[config.mk]
export PLATFORM = sky130hd
export DESIGN_NAME = sim_harness_ctrl
export DESIGN_NICKNAME = d
export VERILOG_FILES = /design/src/rtl/sim_harness_ctrl.sv
export SDC_FILE = /design/constraint.sdc
export NUM_CORES = 1
export LEC_CHECK = 0
export ABC_AREA = 1
export CELL_PAD_IN_SITES_DETAIL_PLACEMENT = 1
export CELL_PAD_IN_SITES_GLOBAL_PLACEMENT = 1
export CORE_MARGIN = 5
export CORE_UTILIZATION = 34
export DETAILED_ROUTE_END_ITERATION = 7
export HOLD_SLACK_MARGIN = 0.02
export MAX_ROUTING_LAYER = met4
export PLACE_DENSITY = 0.84
export SLEW_MARGIN = 15
export SYNTH_ARGS = -nofsm -noshare
export SYNTH_HDL_FRONTEND = slang
export SYNTH_SLANG_ARGS = --single-unit
[constraint.sdc]
create_clock -name clk -period 2.09 [get_ports clk]
set_input_delay 0.209 -clock clk [delete_from_list [all_inputs] [get_ports clk]]
set_output_delay 0.209 -clock clk [all_outputs]
set_load 0.005 [all_outputs]
[src/rtl/sim_harness_ctrl.sv]
`default_nettype none
// ============================================================================
//  Module   : sim_harness_ctrl
//  Purpose  : Multi-hart RV32I test-harness controller: core reset sequencing,
//             RUN cycle counter with watchdog, tohost pass/fail detection.
//  Revision : 1.0
// ============================================================================

module sim_harness_ctrl #(
    parameter int          N_HARTS         = 1,
    parameter int          RST_HOLD_CYCLES = 2,
    parameter int          TIMEOUT_CYCLES  = 2000,
    parameter logic [31:0] TOHOST_ADDR     = 32'h0000_1000,
    parameter int          CNT_W           = 32,
    localparam int         FH_W            = (N_HARTS > 1) ? $clog2(N_HARTS) : 1
) (
    input  logic                   clk,
    input  logic                   rst,
    input  logic [N_HARTS-1:0]     st_we,
    input  logic [32*N_HARTS-1:0]  st_addr,
    input  logic [32*N_HARTS-1:0]  st_wdata,
    output logic                   core_rst,
    output logic                   running,
    output logic                   done,
    output logic                   pass,
    output logic                   fail,
    output logic                   timeout,
    output logic [FH_W-1:0]        fail_hart,
    output logic [30:0]            fail_code,
    output logic [N_HARTS-1:0]     hart_passed,
    output logic [CNT_W-1:0]       cycle_count
);

    typedef enum logic [2:0] {
        S_HOLD    = 3'd0,
        S_RUN     = 3'd1,
        S_PASS    = 3'd2,
        S_FAIL    = 3'd3,
        S_TIMEOUT = 3'd4
    } state_t;

    localparam logic [7:0]       c_hold_last    = 8'(RST_HOLD_CYCLES - 1);
    localparam logic [CNT_W-1:0] c_cnt_max      = '1;
    localparam logic [CNT_W-1:0] c_cnt_one      = CNT_W'(1);
    localparam logic [CNT_W-1:0] c_timeout_last = CNT_W'(TIMEOUT_CYCLES - 1);

    state_t             r_state, w_state_nxt;
    logic [7:0]         r_hold_cnt, w_hold_nxt;
    logic               r_core_rst, w_core_rst_nxt;
    logic               r_running, w_running_nxt;
    logic               r_done, w_done_nxt;
    logic               r_pass, w_pass_nxt;
    logic               r_fail, w_fail_nxt;
    logic               r_timeout, w_timeout_nxt;
    logic [FH_W-1:0]    r_fail_hart, w_fail_hart_nxt;
    logic [30:0]        r_fail_code, w_fail_code_nxt;
    logic [N_HARTS-1:0] r_hart_passed, w_hart_passed_nxt;
    logic [CNT_W-1:0]   r_cycle_count, w_cycle_count_nxt;

    logic [N_HARTS-1:0] w_pass_ev, w_fail_ev, w_passed_all;
    logic [FH_W-1:0]    w_fh;
    logic [30:0]        w_fcode;

    // Harts that already passed are masked out so late stores cannot flip the verdict.
    for (genvar h = 0; h < N_HARTS; h++) begin : g_hart
        logic [31:0] w_addr;
        logic [31:0] w_data;
        logic        w_hit;
        assign w_addr       = st_addr[32*h +: 32];
        assign w_data       = st_wdata[32*h +: 32];
        assign w_hit        = st_we[h] && (w_addr == TOHOST_ADDR) && !r_hart_passed[h];
        assign w_pass_ev[h] = w_hit && (w_data == 32'd1);
        assign w_fail_ev[h] = w_hit && w_data[0] && (w_data != 32'd1);
    end

    assign w_passed_all = r_hart_passed | w_pass_ev;

    // Descending scan so the lowest-index failing hart is the one reported.
    always_comb begin
        w_fh    = '0;
        w_fcode = '0;
        for (int h = N_HARTS - 1; h >= 0; h--) begin
            if (w_fail_ev[h]) begin
                w_fh    = FH_W'(h);
                w_fcode = st_wdata[32*h + 1 +: 31];
            end
        end
    end

    always_comb begin
        w_state_nxt       = r_state;
        w_hold_nxt        = r_hold_cnt;
        w_core_rst_nxt    = r_core_rst;
        w_running_nxt     = r_running;
        w_done_nxt        = r_done;
        w_pass_nxt        = r_pass;
        w_fail_nxt        = r_fail;
        w_timeout_nxt     = r_timeout;
        w_fail_hart_nxt   = r_fail_hart;
        w_fail_code_nxt   = r_fail_code;
        w_hart_passed_nxt = r_hart_passed;
        w_cycle_count_nxt = r_cycle_count;
        case (r_state)
            S_HOLD: begin
                w_hold_nxt = r_hold_cnt + 8'd1;
                if (r_hold_cnt == c_hold_last) begin
                    w_state_nxt       = S_RUN;
                    w_core_rst_nxt    = 1'b0;
                    w_running_nxt     = 1'b1;
                    w_cycle_count_nxt = '0;
                end
            end
            S_RUN: begin
                w_cycle_count_nxt = (r_cycle_count == c_cnt_max) ? r_cycle_count
                                                                 : r_cycle_count + c_cnt_one;
                w_hart_passed_nxt = w_passed_all;
                if (|w_fail_ev) begin
                    w_state_nxt     = S_FAIL;
                    w_fail_nxt      = 1'b1;
                    w_done_nxt      = 1'b1;
                    w_running_nxt   = 1'b0;
                    w_fail_hart_nxt = w_fh;
                    w_fail_code_nxt = w_fcode;
                end else if (&w_passed_all) begin
                    w_state_nxt   = S_PASS;
                    w_pass_nxt    = 1'b1;
                    w_done_nxt    = 1'b1;
                    w_running_nxt = 1'b0;
                end else if ((TIMEOUT_CYCLES != 0) && (r_cycle_count == c_timeout_last)) begin
                    w_state_nxt   = S_TIMEOUT;
                    w_timeout_nxt = 1'b1;
                    w_done_nxt    = 1'b1;
                    w_running_nxt = 1'b0;
                end
            end
            default: begin
                // Terminal states hold everything until rst.
            end
        endcase
    end

    always_ff @(posedge clk or negedge rst) begin
        if (!rst) begin
            r_state       <= S_HOLD;
            r_hold_cnt    <= '0;
            r_core_rst    <= 1'b1;
            r_running     <= 1'b0;
            r_done        <= 1'b0;
            r_pass        <= 1'b0;
            r_fail        <= 1'b0;
            r_timeout     <= 1'b0;
            r_fail_hart   <= '0;
            r_fail_code   <= '0;
            r_hart_passed <= '0;
            r_cycle_count <= '0;
        end else begin
            r_state       <= w_state_nxt;
            r_hold_cnt    <= w_hold_nxt;
            r_core_rst    <= w_core_rst_nxt;
            r_running     <= w_running_nxt;
            r_done        <= w_done_nxt;
            r_pass        <= w_pass_nxt;
            r_fail        <= w_fail_nxt;
            r_timeout     <= w_timeout_nxt;
            r_fail_hart   <= w_fail_hart_nxt;
            r_fail_code   <= w_fail_code_nxt;
            r_hart_passed <= w_hart_passed_nxt;
            r_cycle_count <= w_cycle_count_nxt;
        end
    end

    assign core_rst    = r_core_rst;
    assign running     = r_running;
    assign done        = r_done;
    assign pass        = r_pass;
    assign fail        = r_fail;
    assign timeout     = r_timeout;
    assign fail_hart   = r_fail_hart;
    assign fail_code   = r_fail_code;
    assign hart_passed = r_hart_passed;
    assign cycle_count = r_cycle_count;

endmodule

`default_nettype wire

# Yosys cells after proc, flatten, opt, wreduce, memory -nomap -nowiden
# Index checks and enable logic that the tools add are counted.
[totals] regBits=81 in_bits=67 out_inout_bits=71 wordCells=58
[classes] addsub=2 eq_ne=10 n_mux=16 bitwise_logic=3 reduce_logical=16
[op_table] op="$mux W32" n=2
[op_table] op="$pmux W32 S2" n=1
[op_table] op="$add A32 B1 Y32 const B" n=1
[op_table] op="$eq A32 B1 Y1 const B" n=1
[op_table] op="$eq A32 B11 Y1 const B" n=1
[op_table] op="$eq A32 B13 Y1 const B" n=1
[op_table] op="$eq A32 B32 Y1 const B" n=1
[op_table] op="$ne A32 B1 Y1 const B" n=1
[op_table] op="$mux W3" n=4
[op_table] op="$reduce_and A3 Y1" n=3
[op_table] op="$add A8 B1 Y8 const B" n=1
[op_table] op="$eq A8 B1 Y1 const B" n=1
[op_table] op="$mux W1" n=7
[op_table] op="$pmux W3 S2" n=1
[op_table] op="$reduce_and A2 Y1" n=3
[op_table] op="$logic_and A1 B1 Y1" n=5
[op_table] op="$ne A2 B2 Y1 const B" n=2
[op_table] op="$ne A4 B4 Y1 const B" n=1
[op_table] op="$reduce_and A4 Y1" n=1
[op_table] op="$eq A3 B1 Y1 const B" n=1
[op_table] op="$logic_not A3 Y1" n=1
[op_table] op="$reduce_bool A3 Y1" n=1
[op_table] op="$not A1 Y1" n=2
[op_table] op="$pmux W1 S2" n=1
[op_table] op="other kinds (3)" n=3

# Longest topological paths before layout
# Gate-level depths: netlist (run 1).
[depth] depth_word=8 mapped_depth=12 depth_no_buf=12

# Least setup slack after synthesis (run 1)
# OpenSTA, ideal clock, no wires.
[synth_timing] kind="flip-flop to flip-flop" startpoint="register r_cycle_count[0], in the netlist cycle_count[0]" endpoint="register r_cycle_count[3], in the netlist cycle_count[3]" setup_time_ns=0.118 t_arrival_ns=1.644 required_time_ns=1.972 setup_slack_ns=0.329 path_stages_with_launch=12 n_path_buf=1 synth_period_minus_slack_ns=1.761 path_cell_list="dfrtp_1 ha_1 nand2_1 inv_2 nand3_4 nor2_4 nand4_4 nand2_4 inv_4 buf_6 nand2_2 o21ai_2"
[synth_between] elab_chain_cells=3 elab_cells_between_ends=6 cone_classes="add/sub (1); eq/ne (2); mux (2); reduce/logical (1)"
[synth_rtl] element="start, declared" line_no="58" rtl="logic [CNT_W-1:0] r_cycle_count, w_cycle_count_nxt;"
[synth_rtl] element="start signal, assigned" line_no="168" rtl="r_cycle_count <= w_cycle_count_nxt;"
[synth_rtl] element="$add A32 B1 Y32 or $eq A32 B32 Y1 (tied branches)" line_no="115, 114"
[synth_rtl] element="$mux W32 or $ne A2 B2 Y1 (tied branches)"
[synth_rtl] element="$pmux W32 S2 or $reduce_and A3 Y1 (tied branches)"
# Several ways; a longest one is shown, not always the timed one. The select of a mux whose other input is x is not followed.
# A chain may end at the register's enable or synchronous reset.

# Final worst setup path (run 1)
[layout_timing] startpoint="register r_cycle_count[5], in the netlist cycle_count[5]" endpoint="register r_cycle_count[26], in the netlist cycle_count[26]"
# The elaborated chain is that of the path after synthesis.

==> results of run 1 <==
==> cell usage in the layout, fill, tap and decap left out, drive strengths merged, types with 2 or more instances in the layout <==
cell type	n
dfrtp	80
bufinv	2
a21oi	5
inv	76
o21ai	59
nor2	87
nand2	174
o22ai	2
a21o	2
clkbuf	9
xor2	16
clkinvlp	2
buf	21
nand3	50
nor3	20
ha	3
nor4	4
nand4	5
clkdlybuf4s50	135
or2	3
==> cell usage after synthesis, drive strengths merged <==
cell    instances  area share, %
nand2         174             15
nor2           87            7.5
dfrtp          80             44
inv            75            6.2
o21ai          59            7.6
nand3          50            5.9
nor3           20            2.5
xor2           16            3.1
buf             7            1.4
clkbuf          7           0.58
a21oi           5           0.80
nand4           5            1.0
nor4            4           0.88
ha              3           0.83
or2             3           0.41
a21o            2           0.33
o22ai           2           0.55
a21boi          1           0.17
and2            1           0.14
conb            1          0.082
dfstp           1           0.58
nand3b          1           0.17
o21bai          1           0.17
o31ai           1           0.17
xnor2           1           0.19
==> stage by stage <==
stage | instances | TNS, ns
finish | 941 | 0
global route | 941 | -0.172
CTS | 941 | 0
detailed placement | 925 | 0
global placement | 925 | 0
floorplan | 607 | 0
==> power by group through the flow <==
| stage | clock (W) | sequential [W] | combinational [W] |
|---|---|---|---|
| after floorplan | 0 | 0.00160 | 0.0000299 |
| after global placement | 0 | 0.00160 | 0.000200 |
| after detailed placement | 0 | 0.00160 | 0.000206 |
| after CTS | 0.00175 | 0.00157 | 0.000208 |
| after global routing | 0.00182 | 0.00157 | 0.000227 |
| final | 0.00172 | 0.00157 | 0.000204 |
==> logic make-up (layout without fill, tap and decap cells) <==
kind of cell / count (synthesis) / in the layout / synth area share [%]
AOI/OAI and AO/OA: 71 / 71 / 9.74
and+or+nand+nor: 345 / 345 / 33.3
xor gates and xnor gates: 17 / 17 / 3.28
DFF: 81 / 81 / 44.6
other: 1 / 1 / 0.0825
adders and majority gates: 3 / 3 / 0.826
buffers and inverters: 89 / 247 / 8.20
==> critical path, delay by kind of cell, from the launching register on <==
kind / cells / cell delay [ns]
simple gates: 6 / 1.15
flops: 1 / 0.50
buf+inv: 1 / 0.20
compound gates: 1 / 0.09
==> sequential cells by signal (all words and copies together), names as in the netlist <==
signal / cells
fail: 1
timeout: 1
hart_passed: 1
running: 1
fail_code: 31
pass: 1
r_hold_cnt: 8
core_rst: 1
done: 1
cycle_count: 32
r_state: 3
==> per-layer routing <==
layer  vias to the layer above  global-route usage, %  part of all wire [%]
met1                      2298                   24.3                    40
met2                       125                   37.5                    53
met5                         -                      -                     0
li1                       2230                      -                     -
met3                        41                   3.01                   3.9
met4                         0                   8.93                   3.3
==> area by class of cell <==
| type | instances | area, µm² | share of cell area (%) |
|---|---|---|---|
| multi-input cells | 437 | 2170 | 33.0 |
| flip-flops and latches | 81 | 2030 | 30.9 |
| repair buffers | 157 | 1540 | 23.4 |
| inverters | 75 | 289 | 4.41 |
| clock buffers | 9 | 225 | 3.44 |
| well taps | 176 | 220 | 3.36 |
| clock inverters | 6 | 92.6 | 1.41 |
==> what timing repair did <==
action	CTS	global route
setup endpoints to repair	11	17
pin swaps	0	0
resized for setup	1	5
endpoints found under the hold margin	41	0
hold buffers	1	0
==> path summary, 6_finish.rpt <==
check | from | endpoint | slack (ns) | cells past startpoint
max | cycle_count[5] | cycle_count[26] | 0.08 | 8
min | rst | cycle_count[23] | 0.41 | 2
max reg2reg | cycle_count[5] | cycle_count[26] | 0.08 | 8
min reg2reg | fail | fail | 0.48 | 2
max in group asynchronous | rst | fail_code[28] | 1.01 | 3
min in group clk | st_wdata[16] | fail_code[15] | 0.44 | 3
==> results.py, run 1 <==
metrics = {
    "clock_network": {
        "postCtsSetupBuffers": 0,
        "cts_max_level": 3,
        "cts_tree": "built",
        "root_buffer": "clkbuf_16",
        "cts_buffer_depth": 2,
        "cts.sinks": 81,
        "cts_buffers": 9,
        "clkTransAtPathRegs_ns": 0.06,
        "clock_latency_ns": 0.34,
    },
    "drt": {
        "drt-initial-drc-count": 336,
        "ant_nets": 0,
        "via_count": 4694,
        "wire_per_inst_um": 17.4,
        "via_per_inst": 4.99,
        "wirelength_um": 16400,
        "dr.pass1.iters": 4,
        "drc_errors": 0,
    },
    "sta": {
        "maxSlewHeadroom_pct": 59.3,
        "tightestPinTransition_ns": 0.610,
        "finalSetupViolCount": 0,
        "clock.fmax_mhz": 497,
        "slew_violations": 0,
        "fin_crit_ns": 2.01,
        "setup_ws_ns": 0.0759,
        "finalHoldViolCount": 0,
        "fin_skew_ns": 0.00568,
        "hold_slack_ns": 0.412,
        "period_share_pct": 96.4,
    },
    "job": {
        "timing.max_cap.violations": 0,
    },
    "power_and_ir_drop": {
        "powerDensity_mw_per_mm2": 533,
        "p_int_w": 0.00274,
        "pwr-share-clk_pct": 49.3,
        "power.net_switching_w": 0.000754,
        "finalPower_w": 0.00349,
        "p_seq_share_pct": 44.9,
        "switching_share_pct": 21.6,
        "p_leak_nw": 2.89,
        "p_comb_share_pct": 5.8,
        "peakVddDrop_mv": 0.288,
    },
    "final_layout": {
        "n_fill_cell": 1634,
        "area_delta_synth_final_pct": 44.2,
        "fin_area_mm2": 0.00656,
        "fin_util_pct": 49.7,
        "nNetsFinal": 831,
        "num_antenna_cells": 0,
        "drive_above_1_share_pct": 9.93,
    },
    "place": {
        "numPortBuffers": 136,
        "dp_slack_ns": 0.0166,
        "dp_hpwl_um": 12500,
        "post_dp_cell_area_mm2": 0.00620,
        "gp_congestion": 0.895,
    },
    "floorplanning": {
        "die-area_mm2": 0.0158,
        "row_count": 42,
        "die_y_um": 126,
        "die_w_um": 126,
        "start_util_pct": 34.5,
        "design.core.area_mm2": 0.0132,
        "ios": 138,
    },
    "worst_hold_path": {
        "min_path_type": "input port to asynchronous set/reset pin",
    },
    "global_routing": {
        "grt_remaining_overflow": 0,
        "grtUsageTotal_pct": 21.3,
        "first_global_vias": 5176,
        "antenna_found_initial": 0,
        "grt_max_degree": 64,
        "grt_pass1_wl_um": 26400,
    },
    "synth": {
        "synth_nets": 677,
        "ys_seq_elements": 81,
        "ys_seq_area_share_pct": 44.6,
        "synthDistinctLibCells": 42,
        "syn_avg_cell_area_um2": 7.49,
        "syn_area_mm2": 0.00455,
        "postSynthCellCount": 607,
        "ys_warn_count": 0,
    },
    "critical_path": {
        "crit_top_cell": "nand2_1",
        "crit_required_ns": 2.36,
        "path_max_fanout": 6,
        "endpoint_kind": "flop",
        "start_kind": "flop",
        "critPathMaxStageDelay_ns": 0.50,
        "crit_arrival_ns": 2.29,
        "crit_slowest_cell": "dfrtp_1",
        "crit_type": "flop to flop",
        "cp_cell_sequence": "inv_1 -> nor4_2 -> nand2_1 -> nor2_1 -> nand2_1 -> nand2_1 -> nand3_1 -> o21ai_2",
    },
    "outcome": {
        "status": "completed",
    },
}
Power figures use the tool's default switching activity.
==> inputs of run 2 (changes only) <==
--- a/config.mk
+++ b/config.mk
@@ -5,7 +5,6 @@
 export SDC_FILE = /design/constraint.sdc
 export NUM_CORES = 1
 export LEC_CHECK = 0
-export ABC_AREA = 1
 export CELL_PAD_IN_SITES_DETAIL_PLACEMENT = 1
 export CELL_PAD_IN_SITES_GLOBAL_PLACEMENT = 1
 export CORE_MARGIN = 5
@@ -13,7 +12,7 @@
 export DETAILED_ROUTE_END_ITERATION = 7
 export HOLD_SLACK_MARGIN = 0.02
 export MAX_ROUTING_LAYER = met4
-export PLACE_DENSITY = 0.84
+export PLACE_DENSITY = 0.82
 export SLEW_MARGIN = 15
 export SYNTH_ARGS = -nofsm -noshare
 export SYNTH_HDL_FRONTEND = slang
==> run 2 against run 1 <==
Compared with the run above:
- the run now ends with setup timing left
- global-route usage decreased by 0.60 points
- total power decreased by 6.1%
- first-iteration DRC count decreased by 19%
- via count decreased by 15%
- flip-flop and latch count unchanged
- clock-buffer cell count increased by 2
- combinational power about the same
- sequential share of layout area increased by 0.084 points
- worst hold slack got worse by 0.019 ns
- cell count decreased by 25%
- cell area decreased by 0.21%
- die area decreased by 12%
- critical path type unchanged
- critical endpoint unchanged
- highest routed layer unchanged
==> results.py, run 2 <==
metrics = {
    "critical_path": {
        "crit_type": "flop to flop",
        "path_max_fanout": 4,
        "critPathMaxStageDelay_ns": 0.52,
        "path_buf_inv": 1,
        "crit_slowest_cell": "or4_4",
        "crit_family": "simple AND/OR/NAND/NOR gates",
        "cp_cell_sequence": "ha_2 -> nand2_4 -> or4_4 -> a311oi_2 -> buf_4 -> nand4_1 -> xor2_1 -> nor2_1",
        "endpoint_kind": "flop",
        "crit_required_ns": 2.35,
        "start_kind": "flop",
        "crit_arrival_ns": 2.46,
    },
    "synth": {
        "synth_edf_count": 0,
        "postSynthCellCount": 356,
        "ys_warn_count": 0,
        "yosysTopAreaCellShare_pct": 50.7,
        "synth_top_cell_by_area": "dfrtp_1",
        "synthFlopType": "dfrtp_1",
        "synthDistinctLibCells": 52,
        "async_flop_share_pct": 100,
        "synth.top_cells.by_count": "dfrtp_1 (80), mux2_1 (29), nor2_1 (27)",
        "syn_area_mm2": 0.00395,
        "ys_seq_elements": 81,
        "ys_top_cells_by_area": "dfrtp_1 (51%), mux2_1 (8.3%), nand4_1 (3.5%), xor2_1 (3.1%), nor4_1 (3.0%)",
        "ys_seq_area_share_pct": 51.3,
        "syn_avg_cell_area_um2": 11.1,
        "synth.most_common_cell": "dfrtp_1",
        "synth_nets": 426,
    },
    "drt": {
        "highest_layer": "met4",
        "drt-initial-drc-count": 271,
        "via_per_inst": 5.64,
        "wirelength_um": 16700,
        "wl_met2_um": 8780,
        "via_count": 3993,
        "wirelength_met1_um": 6480,
        "wire_per_inst_um": 23.5,
        "dr_wl_met3_um": 710,
        "ant_nets": 0,
        "drc_errors": 0,
        "dr.pass1.iters": 5,
    },
    "sta": {
        "setup_ws_ns": -0.115,
        "fin_skew_ns": 0.0129,
        "fin_crit_ns": 2.21,
        "hold_slack_ns": 0.393,
        "rsz0062_at_grt": "true",
        "tightestPinTransition_ns": 0.639,
        "finalHoldViolCount": 0,
        "maxSlewHeadroom_pct": 57.1,
        "finalSetupViolCount": 30,
        "period_share_pct": 106,
        "clock.fmax_mhz": 453,
        "slew_violations": 0,
    },
    "final_layout": {
        "largest_reg_flops": 32,
        "n_fill_cell": 1242,
        "nNetsFinal": 630,
        "final_cell_mix": "clkdlybuf4s50_1 (129), dfrtp_1 (79), buf_4 (61)",
        "regArea_mm2": 0.00203,
        "multi_input_area_mm2": 0.00210,
        "drive_above_1_share_pct": 25.3,
        "num_antenna_cells": 0,
        "area_delta_synth_final_pct": 65.6,
        "final_common_cell": "clkdlybuf4s50_1",
    },
    "clock_network": {
        "cts_buffer_depth": 2,
        "cts_tree": "built",
        "clkTransAtPathRegs_ns": 0.07,
        "cts_buffers": 9,
        "cts.sinks": 81,
        "clock_latency_ns": 0.35,
        "cts_max_level": 3,
        "root_buffer": "clkbuf_16",
    },
    "power_and_ir_drop": {
        "powerDensity_mw_per_mm2": 501,
        "finalPower_w": 0.00328,
        "peakVddDrop_mv": 0.522,
        "p_leak_nw": 2.89,
    },
    "outcome": {
        "violations": "setup timing",
        "status": "finished with violations",
    },
    "floorplanning": {
        "die_w_um": 118,
        "die_y_um": 118,
        "ios": 138,
        "row_count": 39,
        "die-area_mm2": 0.0139,
        "start_util_pct": 34.6,
        "design.core.area_mm2": 0.0114,
    },
    "worst_hold_path": {
        "min_path_type": "input port to asynchronous set/reset pin",
    },
    "global_routing": {
        "antenna_found_initial": 0,
        "grt_max_degree": 42,
        "first_global_vias": 4237,
        "grtUsageTotal_pct": 20.7,
        "grt_remaining_overflow": 0,
        "grt_pass1_wl_um": 22500,
    },
    "place": {
        "gp_congestion": 0.835,
        "numPortBuffers": 136,
        "dp_hpwl_um": 10600,
    },
    "job": {
        "timing.max_cap.violations": 0,
    },
}
==> run 2: changes by cell type in the layout (fill, tap and decap cells not counted), sizes merged, moves of 36 or more <==
cell   change
buf       +45
nand3     -36
nand2    -150
inv       -71
nor2      -59
o21ai     -50
==> run 2: path summary, 6_finish.rpt <==
check	startpoint	slack (ns)	cells after the start	endpoint
max in group asynchronous	rst	0.97	3	r_hold_cnt[4]
max reg2reg	cycle_count[0]	-0.12	8	cycle_count[26]
min reg2reg	timeout	0.47	1	timeout
min in group clk	timeout	0.47	1	timeout
max	cycle_count[0]	-0.12	8	cycle_count[26]
min	rst	0.39	2	fail_code[26]
==> run 2: cells by family after synthesis <==
| logic type | count (synthesis) | share of synthesized area, % |
|---|---|---|
| buffers and inverters | 15 | 2.15 |
| flip-flops | 81 | 51.3 |
| other | 1 | 0.0949 |
| adder cells (fa/ha/maj) | 3 | 0.950 |
| AND/OR/NAND/NOR | 170 | 25.9 |
| XOR/XNOR | 26 | 5.77 |
| AO/OA/AOI/OAI | 27 | 4.40 |
| multiplexers | 33 | 9.34 |
==> run 2: layout make-up <==
class / instances / area share, %
Clock buffer: 11 / 3.56
Clock inverter: 5 / 0.631
Inverter: 4 / 0.229
Multi-Input combinational cell: 260 / 32.0
Sequential cell: 81 / 31.0
Tap cell: 143 / 2.73
Timing Repair Buffer: 204 / 29.8
==> run 2: metrics by stage <==
step	setup TNS, ns	worst slack [ns]	util (%)	instance area, µm²	std cells
floorplan	0	0.0947	-	3950	356
global placement	-9.24	-0.310	51.0	5820	676
detailed placement	-11.54	-0.383	51.0	5820	676
CTS	0	0.000199	53.6	6120	693
global route	-3.44	-0.220	57.3	6540	708
finish	-1.41	-0.115	57.3	6540	708
==> run 2: per-layer routing <==
layer  GRT usage [%]  up-vias
met5               -        -
met4            11.1        0
met3            3.32       48
met2            35.2      155
met1            23.4     2055
li1                -     1735
==> run 2: power by group <==
part                switching, W  leakage [nW]  internal, W  total (W)
clock network           0.000695         0.126     0.000815    0.00151
logic                  0.0000771          1.65     0.000125   0.000202
registers      0.000000000000173          1.11      0.00157    0.00157
total                   0.000772          2.89      0.00251    0.00328
==> run 2: repair_timing <==
action	in CTS	in global routing
setup buffers	0	12
resized for setup	2	65
gates cloned	0	3
pin swaps	0	16
setup endpoints to repair	33	55
hold buffers	1	0
endpoints found under the hold margin	37	0
==> inputs of run 3 (changes only) <==
--- a/config.mk
+++ b/config.mk
@@ -5,6 +5,7 @@
 export SDC_FILE = /design/constraint.sdc
 export NUM_CORES = 1
 export LEC_CHECK = 0
+export CAP_MARGIN = 30
 export CELL_PAD_IN_SITES_DETAIL_PLACEMENT = 1
 export CELL_PAD_IN_SITES_GLOBAL_PLACEMENT = 1
 export CORE_MARGIN = 5
@@ -13,6 +14,7 @@
 export HOLD_SLACK_MARGIN = 0.02
 export MAX_ROUTING_LAYER = met4
 export PLACE_DENSITY = 0.82
+export REMOVE_ABC_BUFFERS = 1
 export SLEW_MARGIN = 15
 export SYNTH_ARGS = -nofsm -noshare
 export SYNTH_HDL_FRONTEND = slang
==> run 3 against run 2 <==
Compared with the run above:
- the run still ends with setup timing left
- fmax rose by 3.0%
- highest routed layer unchanged
- worst hold slack got worse by 0.16 ns
- clock-buffer cell count fell by 2
- cell count fell by 1.3%
- via count fell by 4.9%
- die area did not move
- cell area fell by 0.42%
- sequential share of layout area rose by 0.13 points
- critical endpoint is now fail_code[10]
- clock power rose by 3%
==> results.py, run 3 (same netlist as run 2, synthesis figures left out) <==
metrics = {
    "worst_hold_path": {
        "min_path_type": "input port to flop",
    },
    "global_routing": {
        "grtUsageTotal_pct": 20.4,
        "grt_remaining_overflow": 0,
        "grt_max_degree": 58,
        "grt_pass1_wl_um": 22300,
        "antenna_found_initial": 1,
        "first_global_vias": 4194,
    },
    "place": {
        "dp_slack_ns": -0.364,
        "numPortBuffers": 136,
        "dp_hpwl_um": 10400,
        "gp_congestion": 0.847,
        "post_dp_cell_area_mm2": 0.00579,
    },
    "clock_network": {
        "cts_buffer_depth": 2,
        "clock_latency_ns": 0.34,
        "cts.sinks": 81,
        "clkTransAtPathRegs_ns": 0.07,
        "cts_max_level": 3,
        "root_buffer": "clkbuf_16",
        "cts_buffers": 9,
        "cts_tree": "built",
    },
    "power_and_ir_drop": {
        "switching_share_pct": 24.2,
        "p_comb_share_pct": 6.0,
        "p_leak_nw": 2.86,
        "pwr-share-clk_pct": 46.7,
        "power.net_switching_w": 0.000803,
        "p_int_w": 0.00251,
        "p_seq_share_pct": 47.3,
        "peakVddDrop_mv": 0.312,
        "powerDensity_mw_per_mm2": 508,
        "finalPower_w": 0.00331,
    },
    "sta": {
        "fin_crit_ns": 2.14,
        "finalHoldViolCount": 0,
        "setup_ws_ns": -0.0513,
        "rsz0062_at_grt": "true",
        "maxSlewHeadroom_pct": 61.1,
        "finalSetupViolCount": 29,
        "slew_violations": 0,
        "clock.fmax_mhz": 467,
        "tightestPinTransition_ns": 0.577,
        "setup_tns_ns": -0.614,
        "fin_skew_ns": 0.00746,
        "period_share_pct": 102,
    },
    "floorplanning": {
        "start_util_pct": 34.6,
        "row_count": 39,
        "design.core.area_mm2": 0.0114,
        "die_y_um": 118,
        "die-area_mm2": 0.0139,
        "ios": 138,
        "die_w_um": 118,
    },
    "final_layout": {
        "nNetsFinal": 620,
        "final_cell_mix": "clkdlybuf4s50_1 (130), dfrtp_1 (79), buf_4 (51)",
        "area_delta_synth_final_pct": 64.9,
        "final_common_cell": "clkdlybuf4s50_1",
        "drive_above_1_share_pct": 24.7,
        "fin_util_pct": 57.1,
        "largest_reg_flops": 32,
        "fin_area_mm2": 0.00652,
    },
    "drt": {
        "wirelength_um": 15500,
        "dr.pass1.iters": 4,
        "ant_nets": 0,
        "via_per_inst": 5.43,
        "drc_errors": 0,
        "wire_per_inst_um": 22.2,
        "drt-initial-drc-count": 117,
        "via_count": 3797,
    },
    "critical_path": {
        "path_max_fanout": 8,
        "crit_arrival_ns": 2.36,
        "endpoint_kind": "flop",
        "start_kind": "input port",
        "crit_type": "input port to flop",
        "crit_required_ns": 2.31,
    },
    "outcome": {
        "status": "finished with violations",
        "violations": "setup timing",
    },
    "job": {
        "timing.max_cap.violations": 0,
    },
}
run 3: cell count changes in the layout (fill, tap and decap cells not counted), moves of 3 or more:
cell,previous run,this run
mux2_4,18,22
inv_6,1,4
mux2_1,12,9
nor4b_2,4,1
buf_4,61,51
run 3: worst max-delay path, stage by stage:
cell and delay, ns:
clkdlybuf4s50_1 0.41, nor4_1 0.31, nand4_1 0.20, nor2_4 0.17
and3_4 0.20, nor3b_4 0.18, buf_6 0.17, buf_6 0.16
mux2_1 0.34
run 3: stage by stage:
| step | std cells | hold slack, ns |
|---|---|---|
| after floorplan | 345 | -0.0866 |
| after global placement | 669 | 0.139 |
| after detailed placement | 669 | 0.143 |
| after CTS | 686 | 0.329 |
| after global routing | 699 | 0.247 |
| final | 699 | 0.228 |
run 3: layout make-up:
type | count | area [µm²]
clock buffers | 9 | 225
repair buffers | 194 | 1890
clock inverters | 7 | 52.6
multi-input cells | 260 | 2120
flip-flops and latches | 81 | 2030
diodes | 1 | 2.50
well taps | 143 | 179
inverters | 4 | 15.0
fillers | 1188 | 4900
run 3: power by group through the flow:
stage / registers (W) / logic [W] / clock network [W]
finish: 0.00157 / 0.000198 / 0.00155
global route: 0.00157 / 0.000213 / 0.00164
CTS: 0.00157 / 0.000190 / 0.00155
detailed placement: 0.00160 / 0.000188 / 0
global placement: 0.00160 / 0.000180 / 0
floorplan: 0.00160 / 0.00000792 / 0
run 3: per-layer routing:
layer	vias up	wire length (µm)	GRT usage (%)	part of all wire, %
li1	1713	-	-	-
met1	1931	6120	22.9	39
met2	123	8280	35.6	53
met3	30	776	4.81	5.0
met4	0	318	6.59	2.1
met5	-	0	-	0
run 3: what timing repair did:
action / 4_1_cts / 5_1_grt
gates resized for setup: 6 / 65
setup endpoints to repair: 17 / 59
hold buffers: 1 / 0
cloned: 0 / 3
buffers inserted: 0 / 9
hold endpoints to repair: 24 / 0
pin swaps: 0 / 15
run 3: path summary, 6_finish.rpt:
| path | start | endpoint | slack (ns) | cells after the start |
|---|---|---|---|---|
| min in group asynchronous | rst | cycle_count[21] | 0.32 | 2 |
| worst min-delay path | st_wdata[6] | fail_code[5] | 0.23 | 2 |
| worst min register to register | timeout | timeout | 0.48 | 1 |
| max in group asynchronous | rst | core_rst | 1.10 | 3 |
| worst max register to register | r_state[1] | fail_code[10] | 0.02 | 6 |
| worst max-delay path | st_addr[25] | fail_code[10] | -0.05 | 9 |
